### src/rtl/bus_demux3.sv
// bus_demux3: routes one core load/store request to one of three targets by address decode,
// forwards it with a valid/ready handshake and returns that target's response.
// Unmapped addresses get an error response.
// Optional feature macro: DEMUX_TIMEOUT_EN (a stalled target forces an error after TIMEOUT cycles).
module bus_demux3 #(
  parameter logic [31:0] T0_BASE = 32'h0000_0000,
  parameter logic [31:0] T0_MASK = 32'hF000_0000,
  parameter logic [31:0] T1_BASE = 32'h1000_0000,
  parameter logic [31:0] T1_MASK = 32'hF000_0000,
  parameter logic [31:0] T2_BASE = 32'h2000_0000,
  parameter logic [31:0] T2_MASK = 32'hF000_0000,
  parameter int unsigned TIMEOUT = 16
) (
  input  logic        clk,
  input  logic        rst,
  input  logic        req_valid,
  output logic        req_ready,
  input  logic [31:0] req_addr,
  input  logic        req_we,
  input  logic [31:0] req_wdata,
  input  logic [3:0]  req_wstrb,
  output logic        resp_valid,
  output logic [31:0] resp_rdata,
  output logic        resp_err,
  output logic [31:0] t_addr,
  output logic        t_we,
  output logic [31:0] t_wdata,
  output logic [3:0]  t_wstrb,
  output logic [2:0]  t_valid,
  input  logic [2:0]  t_ready,
  input  logic [2:0]  t_rvalid,
  input  logic [95:0] t_rdata
);

  // StPulse is the response-pulse cycle; it keeps req_ready low until the pulse is over.
  typedef enum logic [2:0] {StIdle, StReq, StResp, StErr, StPulse} state_e;

  state_e      state_q, state_d;
  logic [31:0] addr_q, addr_d;
  logic        we_q, we_d;
  logic [31:0] wdata_q, wdata_d;
  logic [3:0]  wstrb_q, wstrb_d;
  logic [1:0]  sel_q, sel_d;
  logic        resp_valid_q, resp_valid_d;
  logic        resp_err_q, resp_err_d;
  logic [31:0] resp_rdata_q, resp_rdata_d;

  logic [1:0]  sel_dec;
  logic        sel_ready, sel_rvalid;
  logic [31:0] sel_rdata;
  logic        accept;
  logic        expired;

  assign req_ready = (state_q == StIdle);
  assign accept    = req_valid && req_ready;

  // Priority address decode; 2'b11 means no target matched.
  always_comb begin
    sel_dec = 2'b11;
    if ((req_addr & T0_MASK) == T0_BASE)      sel_dec = 2'b00;
    else if ((req_addr & T1_MASK) == T1_BASE) sel_dec = 2'b01;
    else if ((req_addr & T2_MASK) == T2_BASE) sel_dec = 2'b10;
  end

  // Pick the handshake and response signals of the latched target.
  always_comb begin
    sel_ready  = 1'b0;
    sel_rvalid = 1'b0;
    sel_rdata  = '0;
    case (sel_q)
      2'b00: begin
        sel_ready  = t_ready[0];
        sel_rvalid = t_rvalid[0];
        sel_rdata  = t_rdata[31:0];
      end
      2'b01: begin
        sel_ready  = t_ready[1];
        sel_rvalid = t_rvalid[1];
        sel_rdata  = t_rdata[63:32];
      end
      2'b10: begin
        sel_ready  = t_ready[2];
        sel_rvalid = t_rvalid[2];
        sel_rdata  = t_rdata[95:64];
      end
      default: ;
    endcase
  end

`ifdef DEMUX_TIMEOUT_EN
  logic [15:0] cnt_q, cnt_d;

  assign expired = (cnt_q == 16'(TIMEOUT - 1));

  // Wait counter: cleared on accept, counts every cycle spent waiting on the target.
  always_comb begin
    cnt_d = cnt_q;
    if (accept) cnt_d = '0;
    else if (state_q == StReq || state_q == StResp) cnt_d = cnt_q + 16'd1;
  end

  // Wait counter register.
  always_ff @(posedge clk) begin
    if (rst) cnt_q <= '0;
    else     cnt_q <= cnt_d;
  end
`else
  logic unused_timeout;

  assign expired        = 1'b0;
  assign unused_timeout = ^TIMEOUT;
`endif

  // Next-state and response logic; completion is checked before expiry so it wins a tie.
  always_comb begin
    state_d      = state_q;
    addr_d       = addr_q;
    we_d         = we_q;
    wdata_d      = wdata_q;
    wstrb_d      = wstrb_q;
    sel_d        = sel_q;
    resp_valid_d = 1'b0;
    resp_err_d   = resp_err_q;
    resp_rdata_d = resp_rdata_q;
    unique case (state_q)
      StIdle: begin
        if (accept) begin
          addr_d  = req_addr;
          we_d    = req_we;
          wdata_d = req_wdata;
          wstrb_d = req_wstrb;
          sel_d   = sel_dec;
          state_d = (sel_dec == 2'b11) ? StErr : StReq;
        end
      end
      StReq: begin
        if (sel_ready)    state_d = StResp;
        else if (expired) state_d = StErr;
      end
      StResp: begin
        if (sel_rvalid) begin
          resp_valid_d = 1'b1;
          resp_err_d   = 1'b0;
          resp_rdata_d = we_q ? 32'h0 : sel_rdata;
          state_d      = StPulse;
        end else if (expired) begin
          state_d = StErr;
        end
      end
      StErr: begin
        resp_valid_d = 1'b1;
        resp_err_d   = 1'b1;
        resp_rdata_d = '0;
        state_d      = StPulse;
      end
      StPulse: state_d = StIdle;
      default: state_d = StIdle;
    endcase
  end

  // State and latched request/response registers.
  always_ff @(posedge clk) begin
    if (rst) begin
      state_q      <= StIdle;
      addr_q       <= '0;
      we_q         <= 1'b0;
      wdata_q      <= '0;
      wstrb_q      <= '0;
      sel_q        <= '0;
      resp_valid_q <= 1'b0;
      resp_err_q   <= 1'b0;
      resp_rdata_q <= '0;
    end else begin
      state_q      <= state_d;
      addr_q       <= addr_d;
      we_q         <= we_d;
      wdata_q      <= wdata_d;
      wstrb_q      <= wstrb_d;
      sel_q        <= sel_d;
      resp_valid_q <= resp_valid_d;
      resp_err_q   <= resp_err_d;
      resp_rdata_q <= resp_rdata_d;
    end
  end

  assign t_valid    = (state_q == StReq) ? (3'b001 << sel_q) : 3'b000;
  assign t_addr     = addr_q;
  assign t_we       = we_q;
  assign t_wdata    = wdata_q;
  assign t_wstrb    = wstrb_q;
  assign resp_valid = resp_valid_q;
  assign resp_err   = resp_err_q;
  assign resp_rdata = resp_rdata_q;

endmodule

### config.mk
export PLATFORM = sky130hd
export DESIGN_NAME = bus_demux3
export DESIGN_NICKNAME = d
export VERILOG_FILES = /design/src/rtl/bus_demux3.sv
export SDC_FILE = /design/constraint.sdc
export NUM_CORES = 1
export LEC_CHECK = 0
export ABC_AREA = 1
export CAP_MARGIN = 20
export CORE_MARGIN = 1.5
export CORE_UTILIZATION = 41
export CTS_CLUSTER_SIZE = 8
export DETAILED_ROUTE_END_ITERATION = 7
export PLACE_DENSITY = 0.95
export SYNTH_ARGS = -nofsm -noshare
export SYNTH_HDL_FRONTEND = slang
export SYNTH_SLANG_ARGS = --single-unit
### constraint.sdc
create_clock -name clk -period 2.4 [get_ports clk]
set_input_delay 0.48 -clock clk [delete_from_list [all_inputs] [get_ports clk]]
set_output_delay 0.48 -clock clk [all_outputs]
set_load 0.005 [all_outputs]
==> flow_summary.ini <==
[layout]
syn2layout_area_growth_pct = 65.29
final_nets = 1072
final_area_um2 = 7745
n_antenna_cell = 0
drive_above_1_share_pct = 5.543

[clock_network]
clockRootBuffer = clkbuf_16
post_cts_buffers = 0
clock_latency_ns = 0.34
cts_max_level = 3
clk_path_buf_depth = 2
cts_buffers = 9
cts.clk_slew.worst_paths_ns = 0.07
clock-sinks = 108
cts_tree = yes
cts_hold_buf = 0

[placed_design]
hpwl_um = 11490
routabilityCongestion = 0.8011
post_dp_cell_area_um2 = 7463
io_buffers = 280

[run_status]
status = completed

[floorplan]
start_util_pct = 42.66
num_rows = 38
ios = 281
die-area_um2 = 12080
die_h_um = 109.9
coreArea_um2 = 10980
die_w_um = 109.9

[route]
drt_iter0_markers = 325
num_vias = 5372
remaining_drc_errors = 0
firstDrtPassIters = 4
final_antenna_net_count = 0
via_per_inst = 5.155
route.detailed.wl_per_inst_um = 15.40
wl_um = 16050

[critical_path]
crit_required_ns = 1.92
arrival_ns = 1.77
endpoint_kind = output port
rr_endpoint = resp_rdata[17]
worstRegToRegCells = 8
crit_fanout = 8
cp.depth = 3
critPathKind = reg2out
reg2reg_slack_ns = 0.54
crit_start = sel_q[1]
reg2reg_from = sel_q[1]
critPathTopFamily = buffers and inverters
crit_end = t_valid[2]
cp_cell_sequence = inv_2 -> nor3_1 -> clkdlybuf4s50_1
path_buf_inv = 2
slowest_delay_ns = 0.58
cp-start-kind = register
slowest_stage = dfxtp_1

[power]
ir_drop_uv = 606.8
power_density_nw_per_um2 = 850.4
cellLeakagePower_nw = 2.961
total_power_mw = 6.586

[sta]
timing.hold.ws_ns = 0.4588
worst_pin_slew_ns = 0.7481
tns_ns = 0
hold_viol = 0
fin_crit_ns = 2.251
finalSetupViolCount = 0
fin_skew_ns = 0.008851
fmax_mhz = 444.3
relSlewSlack_pct = 50.13
rsz0062_at_grt = false
report.final.slew_viol_count = 0
finalCritPeriodShare_pct = 93.79

[global_route]
grt_max_degree = 72
grt.overflow.total = 0
grt_pass1_wl_um = 23670
antenna_found_initial = 0
grt_pass1_vias = 5034
grtUsageTotal_pct = 24.99

[synthesis]
synth_cells = 651
netlist_area_um2 = 4686
ys_warn_count = 0
yosys_register_bits = 108
synth_cell_types = 25
avgSynthCellArea_um2 = 7.198
syn_nets = 825
seq_area_frac_synth_pct = 46.14

[hold_path]
hp-class = reg2reg

[run]
drv_cap = 0
metrics by stage:
stage          utilization (%)  std cells  setup slack [ns]
5_1_grt                  70.52       1042           0.05107
2_1_floorplan                -        651             1.024
3_5_place_dp             67.95       1027            0.3913
6_report                 70.52       1042            0.1491
4_1_cts                  70.45       1042           0.04019
3_3_place_gp             67.95       1027            0.4286
where the power goes:
group / internal, mW / switching, mW
logic: 1.34 / 1.49
registers: 2.15 / 0.223
clock network: 0.710 / 0.680
total: 4.20 / 2.39
worst reg2reg max path: stages, from the launching register on:
cell,delay [ns]
dfxtp_1,0.58
inv_2,0.13
nand3_1,0.12
nand3_1,0.10
nand2_1,0.10
nand2_2,0.08
inv_2,0.40
nand3_1,0.18
o21ai_1,0.11
sequential cells by signal, indices dropped and copies added (netlist names):
register,cells
t_we,1
state_q,3
t_wdata,32
t_addr,32
t_wstrb,4
resp_rdata,32
sel_q,2
resp_err,1
resp_valid,1
worst min path at each step:
stage	cells after the start	slack, ns	end	start
after CTS	2	0.46	t_addr[0]	t_addr[0]
after global routing	2	0.47	t_addr[11]	t_addr[11]
after floorplan	2	0.46	t_addr[1]	t_addr[1]
after global placement	2	0.45	t_wdata[14]	t_wdata[14]
after detailed placement	2	0.45	t_wstrb[3]	t_wstrb[3]
final	2	0.46	t_addr[0]	t_addr[0]
metal layers:
layer / track usage [%] / part of all wire [%] / up-vias
met5: 0 / 0 / -
met1: 25.76 / 38 / 2456
met3: 10.55 / 11 / 34
li1: - / - / 2658
met2: 44.81 / 49 / 224
met4: 9.369 / 2.8 / 0
repair_timing:
action | in CTS | in global routing
endpoints found under the hold margin | 0 | 0
resized for setup | 0 | 3
endpoints found under the setup margin | 0 | 3
cell usage after synthesis:
cell	number	share of area, %
a21oi_1	73	7.8
a211oi_4	1	0.43
nand2_2	1	0.13
buf_1	3	0.24
nand2_4	1	0.24
nand3_1	139	15
nand3_2	1	0.21
nor2_1	4	0.32
o21ai_1	22	2.3
o21ai_2	8	1.5
nor3_1	4	0.43
inv_2	2	0.16
o21ai_0	4	0.43
buf_4	6	0.96
buf_6	3	0.72
clkbuf_1	16	1.3
nor2_4	1	0.24
nand4_1	2	0.27
clkinv_1	1	0.080
nand2_1	209	17
nor2_2	3	0.40
nor3_4	1	0.35
buf_2	26	2.8
dfxtp_1	108	46
inv_1	12	0.96
cell families after synthesis:
family,Yosys count,share of synthesized area (%)
DFF,108,46.14
buffers and inverters,69,7.183
AOI/OAI and AO/OA,108,12.50
and+or+nand+nor,366,34.18
final cells by class:
cell class                      instances  area [um2]
Fill cell                             851        3238
Inverter                               15       56.30
Clock inverter                          6       48.80
Timing Repair Buffer                  290        2880
Multi-Input combinational cell        474        2195
Sequential cell                       108        2165
Clock buffer                            9       225.2
Tap cell                              140       175.2
layout by cell type, fill, tap and decap left out, drive strengths merged:
cell           Yosys  routed
inv               14      16
nand4              2       2
clkdlybuf4s50      0     278
clkbuf            16       9
o21ai             34      34
dfxtp            108     108
nand2            211     211
clkinv             1       3
nand3            140     140
a211oi             1       1
a21oi             73      73
clkinvlp           0       2
buf               38      12
nor3               5       5
nor2               8       8
Note: power is estimated with default switching activity, not from simulation.
